`src/rtl/seq_divider_pkg.sv`:
```
// Shared types and helpers for the sequential divider: FSM state encoding
// and a constant-evaluable ceiling log2 used to size counters and shifts.
package div_pkg;

    typedef enum logic [1:0] {
        IDLE = 2'd0,
        CALC = 2'd1,
        DONE = 2'd2
    } state_t;

    // Ceiling log2, usable in parameter/localparam expressions.
    function automatic int clog2(input int value);
        int result;
        result = 0;
        for (int i = 0; i < 31; i++) begin
            if ((1 << i) < value) begin
                result = i + 1;
            end
        end
        return result;
    endfunction

endpackage

```
`src/rtl/seq_divider_if.sv`:
```
// Operand/result handshake bundle for the divider: valid/ready on the
// operand side and on the result side.
interface seq_divider_if #(parameter int WIDTH = 4);

    logic             in_valid;
    logic             in_ready;
    logic [WIDTH-1:0] dividend;
    logic [WIDTH-1:0] divisor;
    logic             out_valid;
    logic             out_ready;
    logic [WIDTH-1:0] quotient;
    logic [WIDTH-1:0] remainder;
    logic             div_by_zero;

    modport master (
        output in_valid, dividend, divisor, out_ready,
        input  in_ready, out_valid, quotient, remainder, div_by_zero
    );

    modport slave (
        input  in_valid, dividend, divisor, out_ready,
        output in_ready, out_valid, quotient, remainder, div_by_zero
    );

endinterface

```
`src/rtl/seq_divider_pow2_detect.sv`:
```
// Combinational power-of-two check on the divisor; shamt is the index of
// the single set bit when is_pow2_o is high (zero divisor is not a power).
module pow2_detect
    import div_pkg::*;
#(
    parameter int WIDTH = 4,
    localparam int SW   = clog2(WIDTH)
) (
    input  logic [WIDTH-1:0] divisor_i,
    output logic             is_pow2_o,
    output logic [SW-1:0]    shamt_o
);

    always_comb begin
        is_pow2_o = (divisor_i != '0) &&
                    ((divisor_i & (divisor_i - WIDTH'(1))) == '0);
    end

    always_comb begin
        shamt_o = '0;
        for (int i = 0; i < WIDTH; i++) begin
            if (divisor_i[i]) begin
                shamt_o = SW'(i);
            end
        end
    end

endmodule

```
`src/rtl/seq_divider.sv`:
```
// Unsigned divider: single-cycle shift for power-of-two divisors, restoring
// shift-subtract over WIDTH cycles otherwise, valid/ready on both sides.
module seq_divider
    import div_pkg::*;
#(
    parameter int WIDTH = 4
) (
    input  logic          clk,
    input  logic          rst_n,
    seq_divider_if.slave  bus
);

    localparam int CW = clog2(WIDTH + 1);
    localparam int SW = clog2(WIDTH);

    state_t           state_q, state_d;
    logic [CW-1:0]    cnt_q, cnt_d;
    logic [WIDTH-1:0] acc_q, acc_d;
    logic [WIDTH-1:0] shift_q, shift_d;
    logic [WIDTH-1:0] divHold_q, divHold_d;
    logic [WIDTH-1:0] quot_q, quot_d;
    logic [WIDTH-1:0] rem_q, rem_d;
    logic             dbz_q, dbz_d;
    logic [WIDTH:0]   trial;
    logic             isPow2;
    logic [SW-1:0]    shamt;

    pow2_detect #(.WIDTH(WIDTH)) u_pow2 (
        .divisor_i (bus.divisor),
        .is_pow2_o (isPow2),
        .shamt_o   (shamt)
    );

    // The partial remainder is WIDTH+1 bits only while trialling a subtract;
    // after restore its top bit is always zero, so only WIDTH bits are kept.
    always_comb begin
        state_d   = state_q;
        cnt_d     = cnt_q;
        acc_d     = acc_q;
        shift_d   = shift_q;
        divHold_d = divHold_q;
        quot_d    = quot_q;
        rem_d     = rem_q;
        dbz_d     = dbz_q;
        trial     = {acc_q, shift_q[WIDTH-1]};

        case (state_q)
            IDLE: begin
                if (bus.in_valid) begin
                    if (bus.divisor == '0) begin
                        quot_d  = '1;
                        rem_d   = bus.dividend;
                        dbz_d   = 1'b1;
                        state_d = DONE;
                    end else if (isPow2) begin
                        quot_d  = bus.dividend >> shamt;
                        rem_d   = bus.dividend & (bus.divisor - WIDTH'(1));
                        dbz_d   = 1'b0;
                        state_d = DONE;
                    end else begin
                        acc_d     = '0;
                        shift_d   = bus.dividend;
                        divHold_d = bus.divisor;
                        cnt_d     = CW'(WIDTH);
                        state_d   = CALC;
                    end
                end
            end
            CALC: begin
                cnt_d = cnt_q - CW'(1);
                if (trial >= {1'b0, divHold_q}) begin
                    acc_d   = trial[WIDTH-1:0] - divHold_q;
                    shift_d = {shift_q[WIDTH-2:0], 1'b1};
                end else begin
                    acc_d   = trial[WIDTH-1:0];
                    shift_d = {shift_q[WIDTH-2:0], 1'b0};
                end
                if (cnt_q == CW'(1)) begin
                    quot_d  = shift_d;
                    rem_d   = acc_d;
                    dbz_d   = 1'b0;
                    state_d = DONE;
                end
            end
            DONE: begin
                if (bus.out_ready) begin
                    state_d = IDLE;
                end
            end
            default: begin
                state_d = IDLE;
            end
        endcase
    end

    always_ff @(posedge clk or negedge rst_n) begin
        if (!rst_n) begin
            state_q   <= IDLE;
            cnt_q     <= '0;
            acc_q     <= '0;
            shift_q   <= '0;
            divHold_q <= '0;
            quot_q    <= '0;
            rem_q     <= '0;
            dbz_q     <= 1'b0;
        end else begin
            state_q   <= state_d;
            cnt_q     <= cnt_d;
            acc_q     <= acc_d;
            shift_q   <= shift_d;
            divHold_q <= divHold_d;
            quot_q    <= quot_d;
            rem_q     <= rem_d;
            dbz_q     <= dbz_d;
        end
    end

    assign bus.in_ready    = (state_q == IDLE);
    assign bus.out_valid   = (state_q == DONE);
    assign bus.quotient    = quot_q;
    assign bus.remainder   = rem_q;
    assign bus.div_by_zero = dbz_q;

endmodule
```
`src/flat_wrapper.sv`:
```
// flat-port wrapper written by rule: the top's interface ports become plain ports
module seq_divider_flat import div_pkg::*;
#(
    parameter int WIDTH = 4
)
  (clk, rst_n, bus_in_valid, bus_dividend, bus_divisor, bus_out_ready, bus_in_ready, bus_out_valid, bus_quotient, bus_remainder, bus_div_by_zero);
  seq_divider_if #(.WIDTH(WIDTH)) bus_i ();
  input  logic clk;
  input  logic rst_n;
  input wire logic [$bits(bus_i.in_valid)-1:0] bus_in_valid;
  input wire logic [$bits(bus_i.dividend)-1:0] bus_dividend;
  input wire logic [$bits(bus_i.divisor)-1:0] bus_divisor;
  input wire logic [$bits(bus_i.out_ready)-1:0] bus_out_ready;
  output wire logic [$bits(bus_i.in_ready)-1:0] bus_in_ready;
  output wire logic [$bits(bus_i.out_valid)-1:0] bus_out_valid;
  output wire logic [$bits(bus_i.quotient)-1:0] bus_quotient;
  output wire logic [$bits(bus_i.remainder)-1:0] bus_remainder;
  output wire logic [$bits(bus_i.div_by_zero)-1:0] bus_div_by_zero;
  assign bus_i.in_valid = bus_in_valid;
  assign bus_i.dividend = bus_dividend;
  assign bus_i.divisor = bus_divisor;
  assign bus_i.out_ready = bus_out_ready;
  assign bus_in_ready = bus_i.in_ready;
  assign bus_out_valid = bus_i.out_valid;
  assign bus_quotient = bus_i.quotient;
  assign bus_remainder = bus_i.remainder;
  assign bus_div_by_zero = bus_i.div_by_zero;
  seq_divider #(.WIDTH(WIDTH)) u_core (.clk(clk), .rst_n(rst_n), .bus(bus_i));
endmodule
```
`config.mk`:
```
export PLATFORM = sky130hd
export DESIGN_NAME = seq_divider_flat
export DESIGN_NICKNAME = d
export VERILOG_FILES = /design/src/rtl/seq_divider_pkg.sv /design/src/rtl/seq_divider_if.sv /design/src/rtl/seq_divider_pow2_detect.sv /design/src/rtl/seq_divider.sv /design/src/flat_wrapper.sv
export SDC_FILE = /design/constraint.sdc
export NUM_CORES = 1
export LEC_CHECK = 0
export CAP_MARGIN = 20
export CELL_PAD_IN_SITES_DETAIL_PLACEMENT = 1
export CELL_PAD_IN_SITES_GLOBAL_PLACEMENT = 1
export CORE_UTILIZATION = 41
export DETAILED_ROUTE_END_ITERATION = 7
export GPL_ROUTABILITY_DRIVEN = 0
export PLACE_DENSITY_LB_ADDON = 0.1
export SYNTH_ARGS = -nofsm -noshare
export SYNTH_HDL_FRONTEND = slang
export SYNTH_HIERARCHICAL = 1
export SYNTH_SLANG_ARGS = --single-unit
```
`constraint.sdc`:
```
create_clock -name clk -period 2.04 [get_ports clk]
set_clock_uncertainty 0.1 [all_clocks]
set_input_delay 0.306 -clock clk [delete_from_list [all_inputs] [get_ports clk]]
set_output_delay 0.306 -clock clk [all_outputs]
set_load 0.005 [all_outputs]
```
Word level (Yosys, flattened, before mapping)

Cells that the tools add are included.

$add $sub $neg: 3
Multipliers: 0
Div/mod/pow operators: 0
Magnitude comparators: 1
Eq/ne operators: 9
Shift operators: 1
Mux-type cells: 38
Bitwise logic cells: 4
Reduce and logical (&&, ||, !) cells: 10

Operator list:

| operator            | number |
|---|---|
| $mux 4              | 15 |
| $pmux 4 s2          | 4 |
| $mux 2              | 7 |
| $reduce_and 4->1    | 3 |
| $mux 3              | 3 |
| $and 4x4->4         | 2 |
| $logic_not 4->1     | 2 |
| $ne 2x2->1 const B  | 4 |
| $mux 1              | 6 |
| $pmux 2 s3          | 1 |
| $pmux 3 s2          | 1 |
| $ge 5x4->1          | 1 |
| $reduce_bool 4->1   | 1 |
| $shr 4x2->4         | 1 |
| $sub 4x1->4 const B | 1 |
| $sub 4x4->4         | 1 |
| $eq 3x1->1 const B  | 1 |
| $ne 3x1->1 const B  | 1 |
| $reduce_and 3->1    | 1 |
| $sub 3x1->3 const B | 1 |
| $eq 2x1->1 const B  | 1 |
| $eq 2x2->1 const B  | 1 |
| $logic_not 2->1     | 1 |
| $ne 2x1->1 const B  | 1 |
| other kinds (4)     | 5 |

Flip-flop bits (word level): 26
Bits in latches: 0
Memory bits (writable): 0
Bits in read-only memories: 0
Bits of input ports: 12
Output and inout port bits: 11
Logic and storage cells: 74
Memories kept: 0

Logic depth before layout (Yosys ltp)

Word-level depth: 8
Gate-level depth with buffers: 8
Mapped depth without buffers: 8

Modules after synthesis

Netlist, hierarchy kept.

Modules (own cells, without submodules):

| module      | times used | cells an instance | area each (um^2) | seq. area each (um^2) |
|---|---|---|---|---|
| seq_divider | 1          | 163               | 1498.9           | 650.6 |
| pow2_detect | 1          | 7                 | 55.1             | 0.0 |

Worst setup path before layout

Ideal clock, no wire load.

Kind: input to register
From: input bus_divisor[0]
To: register u_core.shift_q[0]
Setup time: 0.137 ns
Arrival time: 1.754 ns
Path slack: 0.048 ns
Cell stages on the path: 8
Cell sequence: inv_1 > ha_1 > nor3b_1 > or4b_1 > buf_6 > mux2_4 > nor2_1 > a21oi_1

Cells in the longest elaborated chain, start to end: 6
Elaborated cells on any way between the ends: 9
Classes of those cells: add/sub (1); eq/ne (2); bitwise (1); reduce/logical (5)

Ends and longest elaborated chain:

| what                                  | RTL line                      | text |
|---|---|---|
| start: declaration                    | flat_wrapper.sv:12            | `input wire logic [$bits(bus_i.divisor)-1:0] bus_divisor;` |
| $sub 4x1->4                           | seq_divider_pow2_detect.sv:16 | `((divisor_i & (divisor_i - WIDTH'(1))) == '0);` |
| $and 4x4->4                           | seq_divider_pow2_detect.sv:16 |  |
| $logic_not 4->1                       | seq_divider_pow2_detect.sv:16 |  |
| $logic_and 1x1->1                     | seq_divider_pow2_detect.sv:15 | `is_pow2_o = (divisor_i != '0) &&` |
| $ne 2x2->1 (no source line)           | n/a                           |  |
| $reduce_and 4->1 (no source line) (*) | n/a                           |  |
| end signal: assignment                | seq_divider.sv:110            | `shift_q <= shift_d;` |
| end: declaration                      | seq_divider.sv:19             | `logic [WIDTH-1:0] shift_q, shift_d;` |

Every way passes the cells marked *; elsewhere a longest branch is shown, timed or not.
A chain may end at the register's enable or synchronous reset.

Final worst setup path

From: input bus_divisor[2]
To: register u_core.rem_q[3] (netlist: u_core/bus.remainder[3])

Cells in the longest elaborated chain, start to end: 6
Elaborated cells on any way between the ends: 13
Classes of those cells: add/sub (1); eq/ne (1); mux (4); bitwise (2); reduce/logical (5)

Ends and longest elaborated chain:

| what                                  | RTL line                      | text |
|---|---|---|
| $sub 4x1->4                           | seq_divider_pow2_detect.sv:16 |  |
| $and 4x4->4                           | seq_divider_pow2_detect.sv:16 |  |
| $logic_not 4->1                       | seq_divider_pow2_detect.sv:16 |  |
| $logic_and 1x1->1 (*)                 | seq_divider_pow2_detect.sv:15 |  |
| net u_core.isPow2                     | seq_divider.sv:25             | `logic isPow2;` |
| $ne 3x1->1 (no source line) (*)       | n/a                           |  |
| $reduce_and 4->1 (no source line) (*) | n/a                           |  |
| end signal: assignment                | seq_divider.sv:113            | `rem_q <= rem_d;` |
| end: declaration                      | seq_divider.sv:22             | `logic [WIDTH-1:0] rem_q, rem_d;` |

Mark *: on every way through the listed nets, which the timed path passes. The rest lies on a longest branch. The select of a mux whose other input is x is not followed.

==> impl_metrics.toml <==
[final_layout]
most-common-layout-cells = "dfrtp_1, buf_4, nand2_1"
layout-drive-gt1-share = 0.242
diodes = 0
fin_cells = 263
fin_area_um2 = 2160
final_common_cell = "dfrtp_1"
multiInputGateArea_um2 = 950
final-seq-area_um2 = 651
area_growth_pct = 38.8
finalNetCount = 237
fillers = 426

[critical_path]
rr_endpoint = "u_core/bus.remainder[0]"
crit_fanout = 6
cp_data_required_time_ns = 2.11
crit_end = "u_core/bus.remainder[3]"
startpoint = "bus_divisor[2]"
reg2reg_from = "u_core/divHold_q[0]"
cp-end-kind = "flip-flop"
ff2ff_path_depth = 7
reg2reg_slack_ns = 0.09
slowest_stage = "or4b_1"
worstPathCellList = "dlygate4sd2_1 > or4b_1 > o211ai_1 > or2_4 > a32oi_4 > buf_6 > a31oi_2 > a21oi_1"
slowest_delay_ns = 0.52
crit_type = "input pin to flip-flop"
cp-start-kind = "input pin"
crit_arrival_ns = 2.02

[power]
power.total_w = 0.00320
ir_worst_vdd_mv = 0.619
leakage_nw = 0.970
powerDensity_nw_per_um2 = 1480

[timing]
hold_viol_final = 0
holdWs_ns = 0.299
worst_pin_slew_ns = 0.479
tns_ns = 0
drv_slew = 0
max-slew-margin-rel = 0.680
fin_crit_ns = 1.95
max_freq_mhz = 513
min_period_over_period = 0.955
setup_viol = 0

[yosys]
synth_area_leader_cell = "dfrtp_1"
syn_inst = 170
synth_area_um2 = 1550
ys.flop_type = "dfrtp_1"
ys_warn_count = 6
ys_seq_elements = 26
yosysUniqueCellTypes = 39
synth_nets = 191
synth.top_cell.area_share = 0.419
synthArstFlopShare = 1.00
synth_area_leaders = "dfrtp_1, ha_1, nand2_1"
postSynthAreaPerCell_um2 = 9.14
yosysSeqAreaShare = 0.419
synth_edf_count = 0

[floorplanning]
core_um2 = 3660
start_util = 0.424
dieArea_um2 = 4040
dieHeight_um = 63.6
rows = 22
num_io_pins = 23
die_w_um = 63.6

[detailed_routing]
dr.pass1.iters = 4
vias = 1462
wl_per_cell_um = 17.7
ant_nets = 0
drc_errors = 0
viasPerCell = 5.56
initialDrtViolationCount = 30
wl_um = 4660

[placed_design]
place_area_um2 = 1980
io_buffer_count = 22
dp_hpwl_um = 3330
dp_cells = 258

[status]
status = "finished, final reports clean"

[global_route]
grt_max_degree = 27
grt_pass1_vias = 1578
grt_pass1_wl_um = 7470
antenna_found_initial = 0
gr-total-overflow = 0
grt.total_usage = 0.236

[clock_tree]
cts-htree-levels = 1
clock_latency_ns = 0.28
cts_buffers = 3
cts-hold-fix-buffers = 0
cts_tree = "done"
clk_pin_slew_worst_paths_ns = 0.09
cts_sinks = 26
cts-root-buf = "clkbuf_8"
cts_buffer_depth = 2

[flow_run]
drv_cap = 0

[hold_path]
hold_class = "input pin to asynchronous set/reset pin"
-- where the power goes --
part           switching (W)  internal, W
clock network       0.000174     0.000173
registers           0.000184     0.000763
logic               0.000978     0.000927
-- layer usage --
layer | wire (µm) | part of all wire | vias up | global-route usage
met2 | 2400 | 0.51 | 26 | 0.432
met3 | 108 | 0.023 | 5 | 0.0163
li1 | - | - | 696 | -
met1 | 2100 | 0.45 | 735 | 0.300
met4 | 53 | 0.011 | 0 | 0.0540
met5 | 0 | 0 | - | 0
-- flip-flops by register name (all words and copies together), names as in the netlist --
register                flops
u_core/bus.quotient         4
u_core/acc_q                4
u_core/bus.remainder        4
u_core/divHold_q            4
u_core/shift_q              4
u_core/cnt_q                3
u_core/state_q              2
u_core/bus.div_by_zero      1
-- kinds of logic (layout without fill, tap and decap cells) --
logic type,count (synthesis),count (layout),synth area share
flip-flops,26,26,0.419
AO/OA/AOI/OAI,45,45,0.179
AND/OR/NAND/NOR,60,60,0.191
multiplexers,10,10,0.0708
XOR/XNOR,3,3,0.0169
buffers and inverters,17,62,0.0467
adder cells (fa/ha/maj),9,9,0.0773
-- per-stage QoR --
| step | utilization | worst slack (ns) |
|---|---|---|
| 6_report | 0.589 | 0.0921 |
| 5_1_grt | 0.589 | -0.0212 |
| 4_1_cts | 0.569 | 0.00830 |
| 3_5_place_dp | 0.541 | -0.656 |
| 3_3_place_gp | 0.541 | -0.500 |
| 2_1_floorplan | - | 0.0483 |
-- how the worst min path moves through the flow --
stage	cells past startpoint	to	from	slack, ns
after floorplan	0	u_core/acc_q[0]	rst_n	-0.09
after global placement	2	u_core/bus.div_by_zero	u_core/bus.div_by_zero	0.37
after detailed placement	2	u_core/bus.quotient[0]	u_core/bus.quotient[0]	0.38
after CTS	2	u_core/acc_q[0]	rst_n	0.33
after global routing	2	u_core/shift_q[0]	rst_n	0.32
final	2	u_core/acc_q[0]	rst_n	0.30
-- synth_stat cells, types with 2 or more instances --
library cell	number
ha_1	8
o31ai_1	5
clkbuf_1	3
mux2_2	4
dfrtp_1	26
inv_1	12
xor2_1	2
o211ai_1	3
nand2b_1	3
nor2b_1	4
or4b_1	3
a21oi_1	11
or2_2	2
nor2_1	15
mux2i_1	5
nand3_1	7
nand2_1	19
a31oi_1	5
o21ai_0	13
-- critical path: cells and delay by family --
kind            cells  cell delay (ns)
buf+inv             2             0.44
simple gates        2             0.72
compound gates      4             0.56
-- timing repair --
action                                  4_1_cts  5_1_grt
gates cloned                                  1        0
gates resized for setup                      13       18
endpoints found under the hold margin         0        0
pin swaps                                     2        3
endpoints found under the setup margin       23       14
setup buffers                                 0        0
-- cell type report --
class,instances,area share
Timing Repair Buffer,46,0.184
Clock buffer,4,0.0255
Sequential cell,26,0.302
Tap cell,48,0.0278
Inverter,12,0.0209
Multi-Input combinational cell,127,0.440
(Power assumes the default switching activity.)
==> variant, RTL diff (same flow settings) <==
Encoding of `state_t`: now one-hot (3 bits for 3 states).
--- a/src/rtl/seq_divider_pkg.sv
+++ b/src/rtl/seq_divider_pkg.sv
@@ -2,10 +2,10 @@
 // and a constant-evaluable ceiling log2 used to size counters and shifts.
 package div_pkg;
 
-    typedef enum logic [1:0] {
-        IDLE = 2'd0,
-        CALC = 2'd1,
-        DONE = 2'd2
+    typedef enum logic [2:0] {
+        IDLE = 3'b001,
+        CALC = 3'b010,
+        DONE = 3'b100
     } state_t;
 
     // Ceiling log2, usable in parameter/localparam expressions.
Check against the original RTL: no difference found for any inputs over 10 cycles, from zero or initial values and one cycle with rst_n low; not proved beyond that.
==> variant against the original RTL <==
  * Wire length up 10%
  * Maximum frequency down 1.6%
  * Sequential cell count up 1
  * Critical path type is now register to register
  * Total power down 17%
  * Synthesized cell count up 8.2%
  * Critical endpoint is now u_core/bus.quotient[0]
  * Design area up 2.3%
  * Area after synthesis up 7.2%
  * Setup slack worse by 0.032 ns
==> variant: results (changes against the original RTL) <==
Unique masters post-synth=47 (+21%); Post-CTS Setup Bufs=1 (+1); vias in the first global route=1710 (+8.4%); status=finished clean; biggest cell delay along the critical path=0.58 ns (+0.06 ns); post_cts resized=10 (-3); overall routing resource usage=26.76% (+3.1 points); Non-clock buffer share=18.60% (+0.22 points); synth top area cells=dfrtp_1 39%, ha_1 6.0%, nand2_1 5.0%, o21ai_0 4.2%, nand3_1 3.9%; met3 global-route usage=3.299% (+1.7 points); met1 WL=2.261 mm (+7.7%); Inst Count DP=273 (+5.8%); num sequential=27 (+3.8%); Detailed Routing Iterations Pass 1=6 (+2); M1 GR Usage=34.02% (+4.0 points); Area Growth Syn to Fin=32.46%; multi-input gates=137 (+7.9%); Detailed Route Iter0 Violations=95 (+220%); top cells by count, synth=26 x dfrtp_1, 22 x nand2_1, 14 x inv_1, 14 x o21ai_0; multiplexer share of the synthesized area=1.202% (-5.9 points); final net count=252 (+6.3%); Repair and plain buffers=48 (+4.3%); Worst VDD drop=0.5175 mV (-16%); Synth Area in Compound Gates=21.49% (+3.6 points); Synth Area in XOR/XNOR=1.578% (-0.11 points); met2 Use GR=47.70% (+4.5 points); DP Area=2107 um2 (+6.4%); met2 wire length=2.627 mm (+9.5%); fraction of area in multi-input gates=43.56% (-0.46 points); Synth Net Count=205 (+7.3%); first-pass GRT wire length=8.542 mm (+14%); wire per inst=18.45 um (+4.1%); layout cells sized above 1=20.43% (-3.8 points); FF/Latch Area=676.9 um2 (+4.0%); dpl ws=-0.4939 ns (+0.1622 ns); slowest CP cell=or3b_1; Crit Path Max Fanout=10 (+4); sequential fraction of the synthesis area=40.65% (-1.2 points); Clock-cell share=2.042% (-0.51 points); largest net degree at the start of global routing=28 (+3.7%); Fillers=449 (+5.4%); routed via count=1608 (+10%); final cell count without fillers=278 (+5.7%); CTS Buffer Depth=2 (unchanged); Met3 Wirelength=216 um (+100%); Slew headroom=66.39% (-1.6 points); Pleak=0.9811 nW (+1.2%)
[variant: changes by cell type after synthesis, sizes merged, moves of 3 or more]
cell | unedited run | this run
mux2i | 5 | 2
mux2 | 5 | 0
a21oi | 11 | 5
nand2 | 19 | 22
nand3 | 7 | 13
nor3 | 1 | 5
[variant: final timing paths]
check / to / start / slack (ns) / cells after the start
worst max-delay path: u_core/bus.quotient[0] / u_core/state_q[1] / 0.06 / 4
worst min-delay path: u_core/acc_q[3] / rst_n / 0.29 / 2
worst max register to register: u_core/bus.quotient[0] / u_core/state_q[1] / 0.06 / 4
worst min register to register: u_core/bus.div_by_zero / u_core/bus.div_by_zero / 0.39 / 1
max in group asynchronous: u_core/state_q[0] / rst_n / 1.23 / 2
min in group clk: u_core/bus.div_by_zero / u_core/bus.div_by_zero / 0.39 / 1
[variant: where the power goes]
group          internal (mW)  switching [mW]  leakage (nW)
Sequential             0.767           0.172         0.335
Clock                  0.140           0.175        0.0228
Combinational          0.665           0.739         0.624
